===== src/rtl/rtl_settings_pkg.sv =====
`default_nettype none
// ============================================================================
//  Module   : rtl_settings_pkg
//  Purpose  : Shared Avalon-MM widths and arbiter types for the memory port.
//  Revision : 1.0 - initial release
// ============================================================================
package rtl_settings_pkg;

    localparam int AMM_ADDR_W  = 26;
    localparam int AMM_DATA_W  = 32;
    localparam int AMM_BURST_W = 4;
    localparam int DATA_B_W    = AMM_DATA_W / 8;

    typedef enum logic [1:0] {
        IDLE     = 2'd0,
        GRANT    = 2'd1,
        WR_BURST = 2'd2
    } arb_state_t;

    typedef struct packed {
        logic                   id;
        logic [AMM_BURST_W-1:0] burstcount;
    } rd_order_t;

    // A burstcount of zero is handled as a single beat.
    function automatic logic [AMM_BURST_W-1:0] eff_burst(input logic [AMM_BURST_W-1:0] bc);
        return (bc == '0) ? {{(AMM_BURST_W-1){1'b0}}, 1'b1} : bc;
    endfunction

endpackage
`default_nettype wire


===== src/rtl/arb_order_fifo.sv =====
`default_nettype none
// ============================================================================
//  Module   : arb_order_fifo
//  Purpose  : Show-ahead FIFO recording owner and length of each issued read.
//  Revision : 1.0 - initial release
// ============================================================================
module arb_order_fifo
    import rtl_settings_pkg::*;
#(
    parameter int DEPTH = 8
) (
    input  logic      clk_i,
    input  logic      rst_n_i,
    input  logic      push_i,
    input  rd_order_t push_data_i,
    input  logic      pop_i,
    output rd_order_t head_o,
    output logic      full_o,
    output logic      empty_o
);

    localparam int PTR_W = $clog2(DEPTH);

    logic [PTR_W:0] wr_ptr_q, wr_ptr_d;
    logic [PTR_W:0] rd_ptr_q, rd_ptr_d;
    rd_order_t      mem_q [DEPTH];
    rd_order_t      mem_d [DEPTH];
    logic           w_do_push;
    logic           w_do_pop;

    assign empty_o = (wr_ptr_q == rd_ptr_q);
    assign full_o  = (wr_ptr_q[PTR_W] != rd_ptr_q[PTR_W]) &&
                     (wr_ptr_q[PTR_W-1:0] == rd_ptr_q[PTR_W-1:0]);
    assign head_o  = mem_q[rd_ptr_q[PTR_W-1:0]];

    // A push into a full FIFO is fine when the head leaves in the same cycle.
    assign w_do_push = push_i & (~full_o | pop_i);
    assign w_do_pop  = pop_i & ~empty_o;

    always_comb begin
        mem_d    = mem_q;
        wr_ptr_d = wr_ptr_q;
        rd_ptr_d = rd_ptr_q;
        if (w_do_push) begin
            mem_d[wr_ptr_q[PTR_W-1:0]] = push_data_i;
            wr_ptr_d                   = wr_ptr_q + 1'b1;
        end
        if (w_do_pop) begin
            rd_ptr_d = rd_ptr_q + 1'b1;
        end
    end

    always_ff @(posedge clk_i or negedge rst_n_i) begin
        if (!rst_n_i) begin
            wr_ptr_q <= '0;
            rd_ptr_q <= '0;
            mem_q    <= '{default: '0};
        end else begin
            wr_ptr_q <= wr_ptr_d;
            rd_ptr_q <= rd_ptr_d;
            mem_q    <= mem_d;
        end
    end

endmodule
`default_nettype wire


===== src/rtl/mem_port_arbiter.sv =====
`default_nettype none
// ============================================================================
//  Module   : mem_port_arbiter
//  Purpose  : Two-master Avalon-MM command arbiter with in-order read return.
//             Define MEM_ARB_ROUND_ROBIN_EN for round-robin, else fixed priority.
//  Revision : 1.0 - initial release
// ============================================================================
module mem_port_arbiter
    import rtl_settings_pkg::*;
#(
    parameter int RD_FIFO_DEPTH = 8
) (
    input  logic                              clk_i,
    input  logic                              rst_n_i,
    input  logic [1:0]                        m_read_i,
    input  logic [1:0]                        m_write_i,
    input  logic [1:0][AMM_ADDR_W-1:0]        m_address_i,
    input  logic [1:0][AMM_DATA_W-1:0]        m_writedata_i,
    input  logic [1:0][AMM_BURST_W-1:0]       m_burstcount_i,
    input  logic [1:0][DATA_B_W-1:0]          m_byteenable_i,
    output logic [1:0]                        m_waitrequest_o,
    output logic [1:0]                        m_readdatavalid_o,
    output logic [AMM_DATA_W-1:0]             m_readdata_o,
    output logic [AMM_ADDR_W-1:0]             mem_address_o,
    output logic                              mem_read_o,
    output logic                              mem_write_o,
    output logic [AMM_DATA_W-1:0]             mem_writedata_o,
    output logic [AMM_BURST_W-1:0]            mem_burstcount_o,
    output logic [DATA_B_W-1:0]               mem_byteenable_o,
    input  logic                              mem_waitrequest_i,
    input  logic                              mem_readdatavalid_i,
    input  logic [AMM_DATA_W-1:0]             mem_readdata_i,
    output logic                              rsp_err_o
);

    localparam logic [AMM_BURST_W-1:0] c_one = {{(AMM_BURST_W-1){1'b0}}, 1'b1};

    arb_state_t             state_q, state_d;
    logic                   grant_id_q, grant_id_d;
    logic [AMM_BURST_W-1:0] wr_cnt_q, wr_cnt_d;
    logic [AMM_BURST_W-1:0] rd_cnt_q, rd_cnt_d;
    logic                   rsp_err_q, rsp_err_d;

    logic [1:0]             w_req;
    logic                   w_winner;
    logic                   w_rd_req;
    logic                   w_wr_req;
    logic                   w_rd_block;
    logic                   w_push;
    rd_order_t              w_push_data;
    rd_order_t              w_head;
    logic                   w_fifo_full;
    logic                   w_fifo_empty;
    logic                   w_beat;
    logic                   w_pop;
    logic [AMM_BURST_W-1:0] w_rd_remaining;

    assign w_req = m_read_i | m_write_i;

`ifdef MEM_ARB_ROUND_ROBIN_EN
    logic last_grant_q, last_grant_d;

    assign w_winner     = (&w_req) ? ~last_grant_q : ~w_req[0];
    assign last_grant_d = (state_q == IDLE && |w_req) ? w_winner : last_grant_q;

    always_ff @(posedge clk_i or negedge rst_n_i) begin
        if (!rst_n_i) begin
            last_grant_q <= 1'b1;
        end else begin
            last_grant_q <= last_grant_d;
        end
    end
`else
    assign w_winner = ~w_req[0];
`endif

    // A master raising both strobes is served as a read.
    assign w_rd_req    = m_read_i[grant_id_q];
    assign w_wr_req    = m_write_i[grant_id_q] & ~m_read_i[grant_id_q];
    assign w_rd_block  = w_fifo_full & ~w_pop;
    assign w_push_data = '{id: grant_id_q, burstcount: m_burstcount_i[grant_id_q]};

    always_comb begin
        state_d          = state_q;
        grant_id_d       = grant_id_q;
        wr_cnt_d         = wr_cnt_q;
        w_push           = 1'b0;
        m_waitrequest_o  = 2'b11;
        mem_address_o    = '0;
        mem_read_o       = 1'b0;
        mem_write_o      = 1'b0;
        mem_writedata_o  = '0;
        mem_burstcount_o = '0;
        mem_byteenable_o = '0;

        case (state_q)
            IDLE: begin
                if (|w_req) begin
                    grant_id_d = w_winner;
                    state_d    = GRANT;
                end
            end

            GRANT: begin
                mem_address_o    = m_address_i[grant_id_q];
                mem_writedata_o  = m_writedata_i[grant_id_q];
                mem_burstcount_o = m_burstcount_i[grant_id_q];
                mem_byteenable_o = m_byteenable_i[grant_id_q];
                mem_read_o       = w_rd_req & ~w_rd_block;
                mem_write_o      = w_wr_req;
                m_waitrequest_o[grant_id_q] = mem_waitrequest_i | (w_rd_req & w_rd_block);
                if (w_rd_req && !w_rd_block && !mem_waitrequest_i) begin
                    w_push  = 1'b1;
                    state_d = IDLE;
                end else if (w_wr_req && !mem_waitrequest_i) begin
                    wr_cnt_d = eff_burst(m_burstcount_i[grant_id_q]) - c_one;
                    state_d  = (wr_cnt_d == '0) ? IDLE : WR_BURST;
                end else if (!w_rd_req && !w_wr_req) begin
                    state_d = IDLE;
                end
            end

            WR_BURST: begin
                // Grant stays locked even if the master pauses its write strobe.
                mem_address_o    = m_address_i[grant_id_q];
                mem_writedata_o  = m_writedata_i[grant_id_q];
                mem_burstcount_o = m_burstcount_i[grant_id_q];
                mem_byteenable_o = m_byteenable_i[grant_id_q];
                mem_write_o      = m_write_i[grant_id_q];
                m_waitrequest_o[grant_id_q] = mem_waitrequest_i;
                if (m_write_i[grant_id_q] && !mem_waitrequest_i) begin
                    wr_cnt_d = wr_cnt_q - c_one;
                    if (wr_cnt_q == c_one) begin
                        state_d = IDLE;
                    end
                end
            end

            default: begin
                state_d = IDLE;
            end
        endcase
    end

    assign w_beat         = mem_readdatavalid_i & ~w_fifo_empty;
    assign w_rd_remaining = (rd_cnt_q == '0) ? eff_burst(w_head.burstcount) : rd_cnt_q;
    assign w_pop          = w_beat & (w_rd_remaining == c_one);

    always_comb begin
        rd_cnt_d          = rd_cnt_q;
        m_readdatavalid_o = 2'b00;
        rsp_err_d         = rsp_err_q | (mem_readdatavalid_i & w_fifo_empty);
        if (w_beat) begin
            rd_cnt_d                  = w_rd_remaining - c_one;
            m_readdatavalid_o[w_head.id] = 1'b1;
        end
    end

    assign m_readdata_o = mem_readdata_i;
    assign rsp_err_o    = rsp_err_q;

    always_ff @(posedge clk_i or negedge rst_n_i) begin
        if (!rst_n_i) begin
            state_q    <= IDLE;
            grant_id_q <= 1'b0;
            wr_cnt_q   <= '0;
            rd_cnt_q   <= '0;
            rsp_err_q  <= 1'b0;
        end else begin
            state_q    <= state_d;
            grant_id_q <= grant_id_d;
            wr_cnt_q   <= wr_cnt_d;
            rd_cnt_q   <= rd_cnt_d;
            rsp_err_q  <= rsp_err_d;
        end
    end

    arb_order_fifo #(
        .DEPTH (RD_FIFO_DEPTH)
    ) u_order_fifo (
        .clk_i       (clk_i),
        .rst_n_i     (rst_n_i),
        .push_i      (w_push),
        .push_data_i (w_push_data),
        .pop_i       (w_pop),
        .head_o      (w_head),
        .full_o      (w_fifo_full),
        .empty_o     (w_fifo_empty)
    );

endmodule
`default_nettype wire


===== config.mk =====
export PLATFORM = sky130hd
export DESIGN_NAME = mem_port_arbiter
export DESIGN_NICKNAME = d
export VERILOG_FILES = /design/src/rtl/rtl_settings_pkg.sv /design/src/rtl/arb_order_fifo.sv /design/src/rtl/mem_port_arbiter.sv
export SDC_FILE = /design/constraint.sdc
export NUM_CORES = 1
export LEC_CHECK = 0
export CORE_MARGIN = 4
export CORE_UTILIZATION = 42
export DETAILED_ROUTE_END_ITERATION = 7
export GPL_ROUTABILITY_DRIVEN = 1
export PLACE_DENSITY_LB_ADDON = 0.12
export SLEW_MARGIN = 10
export SYNTH_ARGS = -nofsm -noshare
export SYNTH_HDL_FRONTEND = slang
export SYNTH_SLANG_ARGS = --single-unit

===== constraint.sdc =====
create_clock -name clk_i -period 6.5 [get_ports clk_i]
set_clock_uncertainty 0.2 [all_clocks]
set_input_delay 1.3 -clock clk_i [delete_from_list [all_inputs] [get_ports clk_i]]
set_output_delay 1.3 -clock clk_i [all_outputs]
set_load 0.01 [all_outputs]

==> flow_summary_export.csv, run 1 <==
group,metric,value,unit
global_route,grt_pass1_wl,23100,um
timing,hold_viol_final,0,
routing,drt.antenna.violating_nets,0,
timing,finalCritPeriodShare,86.0,%
logic_synthesis,synthFlopType,"dfrtp_1",
floorplan,die_h,115,um
place,dp.final_hpwl,12000,um
timing,rsz0062_at_grt,"false",
timing,period_needed,5.59,ns
global_route,grt_antenna_before_repair,0,
logic_synthesis,synth_xor_area_share,2.19,%
global_route,met3_usage,7.58,%
logic_synthesis,ys_warn_count,0,
floorplan,die_area,13200,um^2
floorplan,die_w,115,um
logic_synthesis,synth_edf_count,0,
clocking,root_buffer,"clkbuf_16",
logic_synthesis,synthDistinctLibCells,55,
routing,routed_via_density,5.25,
timing,tightest_slew,0.889,ns
global_route,grt_pass1_vias,4398,
logic_synthesis,postSynthAreaPerCell,10.6,um^2
floorplan,ios,277,
timing,final.setup.tns,0,ns
global_route,gr-max-usage-layer,"met2",
clocking,cts_resized,0,
place,gp_congestion,0.782,
critical_path,required,5.00,ns
logic_synthesis,ys_seq_area_share,31.3,%
run_status,status,"complete, no violations",
critical_path,path_max_fanout,11,
floorplan,start_util,43.5,%
critical_path,cp-start-kind,"register",
routing,dr.pass1.iters,5,
power,p_leak,2.94,nW
logic_synthesis,synth-adder-area-share,2.87,%
logic_synthesis,synth_compound_area_share,9.09,%
global_route,gr-usage-all-layers,22.4,%
place,io_buffers,212,
routing,routed_wl,15000,um
critical_path,slowest_stage,"clkdlybuf4s50_1",
finish,areaGrowthSynthToFinish,48.9,%
global_route,use_met2,40.3,%
clocking,htree_levels,3,
clocking,numCtsBuffers,9,
global_route,grt_overflow,0,
timing,timing.hold.ws,0.260,ns
global_route,grtUsageMet1,25.0,%
global_route,grt_max_degree,69,
clocking,postCtsSetupBuffers,0,
critical_path,crit_path_end_kind,"output port",
power,p_per_area,459,nW/um^2
logic_synthesis,synthCells,454,
timing,slew_headroom,40.2,%
clocking,numClockSinks,60,
clocking,path_clk_slew,0.05,ns
finish,insertedDiodeCount,0,
logic_synthesis,netlist_area,4800,um^2
routing,drtIter0Drc,235,
min_path,worstHoldPathType,"register to register",
clocking,cts_max_path_buffers,2,
routing,route.detailed.drc,0,
finish,final_common_cell,"clkdlybuf4s50_1",
timing,fmax,179,MHz
clocking,hold_buffers,0,
critical_path,crit_chain,"buf_4 > mux4_1 > mux2i_4 > and2_1 > a311o_1 > ha_1 > and4bb_2 > a2111o_1 > nor2_1 > nand3_1 > nand3_1 > clkdlybuf4s50_1",
place,dpl_cell_area,6780,um^2
power,vdd_ir_drop_max,349,uV
routing,wire_per_inst,19.6,um
clocking,cts_tree,"yes",
timing,finalMaxSlewViolations,0,
floorplan,row_count,38,
logic_synthesis,synth_fp_nets,637,
finish,fin_nets,806,
logic_synthesis,muxShareOfSynthArea,31.2,%
timing,setup_viol,0,
logic_synthesis,synth_simple_gate_area_share,15.0,%
critical_path,cp_common_cell,"nand3_1",
routing,num_vias,4035,
logic_synthesis,ys_ff_latch,60,
logic_synthesis,synth_top_family_by_area,"multiplexers",
run,drv_cap,0,
critical_path,arrival,4.09,ns
critical_path,cpPeakStageDelay,0.54,ns
critical_path,criticalPathCategory,"register to output port",
logic_synthesis,synthArstFlopShare,100,%
finish,final_cell_mix,"211 x clkdlybuf4s50_1, 67 x mux2i_1, 65 x nor2b_1",
place,pre_cts_ws,1.28,ns
floorplan,fp.coreArea,11000,um^2
timing,fin_ws,0.913,ns
clocking,clock_latency,0.33,ns
finish,final_area,7150,um^2
finish,drive_above_1_share,14.5,%
## layer usage
metal	vias to the layer above	wire length [um]
met3	39	1070
met5	-	0
met1	1905	5570
met4	0	362
li1	1933	-
met2	158	8040
## Yosys cell counts, types with 5 or more instances
library cell	number	area share (%)
a21oi_1	8	0.83
clkbuf_1	19	1.5
buf_4	32	5.0
mux4_2	8	3.8
nor2b_1	65	8.5
ha_1	11	2.9
mux2_2	48	11
and2_1	5	0.65
nor2_1	14	1.1
o21ai_0	13	1.4
inv_1	13	1.0
dfrtp_1	60	31
nor3_1	5	0.52
mux2i_1	67	14
xor2_1	9	1.6
nand2_1	9	0.70
## cell families (layout without fill, tap and decap cells)
| kind of cell | after synthesis | count (layout) |
|---|---|---|
| DFF | 60 | 60 |
| xor gates and xnor gates | 12 | 12 |
| buffers and inverters | 72 | 246 |
| muxes | 128 | 128 |
| and+or+nand+nor | 121 | 121 |
| AOI/OAI and AO/OA | 50 | 50 |
| adders and majority gates | 11 | 11 |
## state kept, by name, indices dropped and copies added, names as in the netlist
register and flops:
rsp_err_o 1, u_order_fifo.rd_ptr_q 4, grant_id_q 1, u_order_fifo.mem_q 40, wr_cnt_q 4, u_order_fifo.wr_ptr_q 4, rd_cnt_q 4, state_q 2
## through the flow
| step | total power [mW] | util, % | std cells |
|---|---|---|---|
| 4_1_cts | 3.31 | 64.9 | 768 |
| 2_1_floorplan | 1.91 | - | 454 |
| 3_3_place_gp | 2.65 | 61.5 | 752 |
| 6_report | 3.28 | 64.9 | 768 |
| 5_1_grt | 3.50 | 64.9 | 768 |
| 3_5_place_dp | 2.70 | 61.5 | 752 |
## layout make-up
class	count	area, um^2
Clock buffer	9	225
Clock inverter	7	146
Fill cell	896	3880
Inverter	13	48.8
Multi-Input combinational cell	322	2900
Sequential cell	60	1510
Tap cell	140	175
Timing Repair Buffer	217	2150
## final timing paths
kind	endpoint	slack [ns]	from	depth (start not counted)
worst max-delay path	m_waitrequest_o[1]	0.91	u_order_fifo.rd_ptr_q[0]	12
worst min-delay path	rsp_err_o	0.26	rsp_err_o	1
worst max register to register	u_order_fifo.mem_q[19]	2.01	u_order_fifo.rd_ptr_q[0]	11
worst min register to register	rsp_err_o	0.26	rsp_err_o	1
max in group asynchronous	grant_id_q	4.61	rst_n_i	2
min in group asynchronous	u_order_fifo.mem_q[31]	0.91	rst_n_i	2
## critical path, delay by kind of cell, from the launching register on
kind                       cells  cell delay [ns]
adders and majority gates      1             0.21
AOI/OAI and AO/OA              2             0.88
and+or+nand+nor                5             0.90
DFF                            1             0.44
buffers and inverters          2             0.77
muxes                          2             0.55
## power by group
part	internal (mW)	switching, mW	total (mW)	leakage (nW)
logic	1.08	0.851	1.93	2.00
clock network	0.416	0.178	0.594	0.181
registers	0.535	0.227	0.762	0.756
No activity file was read; power rests on OpenSTA's default activity.
==> run 2: changes to the inputs <==
--- a/config.mk
+++ b/config.mk
@@ -9,6 +9,7 @@
 export CORE_UTILIZATION = 42
 export DETAILED_ROUTE_END_ITERATION = 7
 export GPL_ROUTABILITY_DRIVEN = 1
+export HOLD_SLACK_MARGIN = 0.12
 export PLACE_DENSITY_LB_ADDON = 0.12
 export SLEW_MARGIN = 10
 export SYNTH_ARGS = -nofsm -noshare
==> constraint.sdc (replaced) <==
create_clock -name clk_i -period 6.5 [get_ports clk_i]
set_clock_uncertainty 0.2 [all_clocks]
set_input_delay 1.3 -clock clk_i [delete_from_list [all_inputs] [get_ports clk_i]]
set_output_delay 1.3 -clock clk_i [all_outputs]
set_load 0.005 [all_outputs]
==> run 2 against run 1 <==
  * Combinational power decreased by 5%
  * Cell count unchanged
  * Largest cell class unchanged
  * Register-to-register slack about the same
  * Core utilization decreased by 0.18 points
  * Critical path depth unchanged
  * Total power decreased by 4.2%
  * First-iteration DRC count decreased by 8.9%
  * Sequential share of layout area increased by 0.059 points
==> flow_summary_export.csv, run 2 (synthesized netlist as in run 1, its figures left out) <==
group,metric,value,unit
run_status,status,"complete, no violations",
floorplan,fp.coreArea,11000,um^2
routing,drt.antenna.violating_nets,0,
critical_path,crit_end,"m_waitrequest_o[0]",
power,power,3.14,mW
clocking,cts_max_path_buffers,2,
timing,setup_viol,0,
power,p_per_area,441,nW/um^2
routing,routed_via_density,5.22,
global_route,grt_overflow,0,
global_route,gr-usage-all-layers,21.9,%
clocking,cts_resized,0,
clocking,root_buffer,"clkbuf_16",
power,net-switching-power,1.14,mW
floorplan,ios,277,
timing,tightest_slew,0.783,ns
global_route,grt_max_degree,69,
clocking,htree_levels,3,
place,dp.cells,752,
floorplan,die_area,13200,um^2
timing,period_needed,5.54,ns
power,switching_share,36.2,%
critical_path,r2r_slack,2.02,ns
finish,fin_nets,806,
power,p_int,2.01,mW
finish,areaGrowthSynthToFinish,48.5,%
timing,finalMaxSlewViolations,0,
timing,fmax,181,MHz
critical_path,path_max_fanout,11,
min_path,worstHoldPathType,"register to register",
floorplan,die_h,115,um
clocking,numClockSinks,60,
critical_path,crit_start,"u_order_fifo.rd_ptr_q[0]",
clocking,numCtsBuffers,9,
critical_path,criticalPathCategory,"register to output port",
critical_path,timing.rr.start,"u_order_fifo.rd_ptr_q[0]",
run,drv_cap,0,
finish,largest_register_ff_count,40,
critical_path,required,5.00,ns
place,gp_congestion,0.785,
finish,final_cell_mix,"211 x clkdlybuf4s50_1, 67 x mux2i_1, 65 x nor2b_1",
floorplan,start_util,43.5,%
clocking,clock_latency,0.32,ns
critical_path,arrival,4.04,ns
power,sequentialPowerShare,24.1,%
critical_path,r2r_end,"u_order_fifo.mem_q[13]",
timing,rsz0062_at_grt,"false",
timing,finalCritPeriodShare,85.2,%
routing,dr.pass1.iters,4,
critical_path,r2r_cells,11,
global_route,grt_pass1_wl,22400,um
routing,route.detailed.drc,0,
power,p_comb_share,58.2,%
place,io_buffers,212,
clocking,hold_buffers,0,
finish,fin_cells,768,
floorplan,row_count,38,
routing,drtIter0Drc,214,
finish,top_register,"u_order_fifo.mem_q",
timing,timing.hold.ws,0.252,ns
finish,drive_above_1_share,14.3,%
power,vdd_ir_drop_max,391,uV
timing,final.setup.tns,0,ns
clocking,postCtsSetupBuffers,0,
place,dp.final_hpwl,11900,um
timing,hold_viol_final,0,
routing,wire_per_inst,19.3,um
global_route,grt_antenna_before_repair,0,
finish,insertedDiodeCount,0,
finish,final_common_cell,"clkdlybuf4s50_1",
clocking,path_clk_slew,0.05,ns
routing,routed_wl,14800,um
power,p_leak,2.93,nW
global_route,grt_pass1_vias,4296,
clocking,cts_tree,"yes",
critical_path,crit_path_end_kind,"output port",
power,p_clk_share,17.7,%
timing,slew_headroom,47.7,%
critical_path,cp-start-kind,"register",
floorplan,die_w,115,um
routing,num_vias,4006,
run 2: cell count changes in the layout (fill, tap and decap cells not counted):
cell,change
bufinv_16,-1
clkbuf_1,+1
clkbuf_8,+2
clkinv_2,+1
clkinv_4,-1
inv_6,-2
run 2: worst max-delay path, stage by stage, from the launching register on:
cell	delay, ns
dfrtp_1	0.43
buf_4	0.23
mux4_1	0.40
mux2i_4	0.14
and2_1	0.20
a311o_1	0.39
ha_1	0.21
and4bb_2	0.28
a2111o_1	0.48
nor2_1	0.15
nand3_1	0.16
nand3b_1	0.13
clkdlybuf4s50_1	0.51
run 2: area by class of cell:
class,instances,area (um^2)
flip-flops and latches,60,1510
inverters,13,48.8
repair buffers,217,2150
multi-input cells,322,2900
well taps,140,175
clock inverters,4,95.1
fillers,881,3900
clock buffers,12,256
run 2: how the worst min path moves through the flow:
stage                    from         to  slack (ns)  cells after the start
detailed placement  rsp_err_o  rsp_err_o        0.25                      1
global route        rsp_err_o  rsp_err_o        0.28                      1
CTS                 rsp_err_o  rsp_err_o        0.26                      1
finish              rsp_err_o  rsp_err_o        0.25                      1
floorplan           rsp_err_o  rsp_err_o        0.25                      1
global placement    rsp_err_o  rsp_err_o        0.24                      1
run 2: per-layer routing:
layer,routed length (um),track usage [%]
met5,0,0
met2,7860,39.7
met3,969,6.37
met4,403,7.67
met1,5560,24.4
run 2: stage by stage:
step                      util (%)  worst slack, ns  cell area (um^2)
after floorplan                  -             2.11              4800
after global placement        61.5             1.39              6780
after detailed placement      61.5             1.34              6780
after CTS                     64.7            0.960              7130
after global routing          64.7            0.757              7130
final                         64.7            0.964              7130
run 2: power groups by stage:
stage / registers (mW) / clock network, mW / logic [mW]
6_report: 0.757 / 0.558 / 1.83
5_1_grt: 0.784 / 0.582 / 1.99
4_1_cts: 0.756 / 0.565 / 1.85
3_5_place_dp: 0.762 / 0 / 1.84
3_3_place_gp: 0.748 / 0 / 1.81
2_1_floorplan: 0.612 / 0 / 1.20
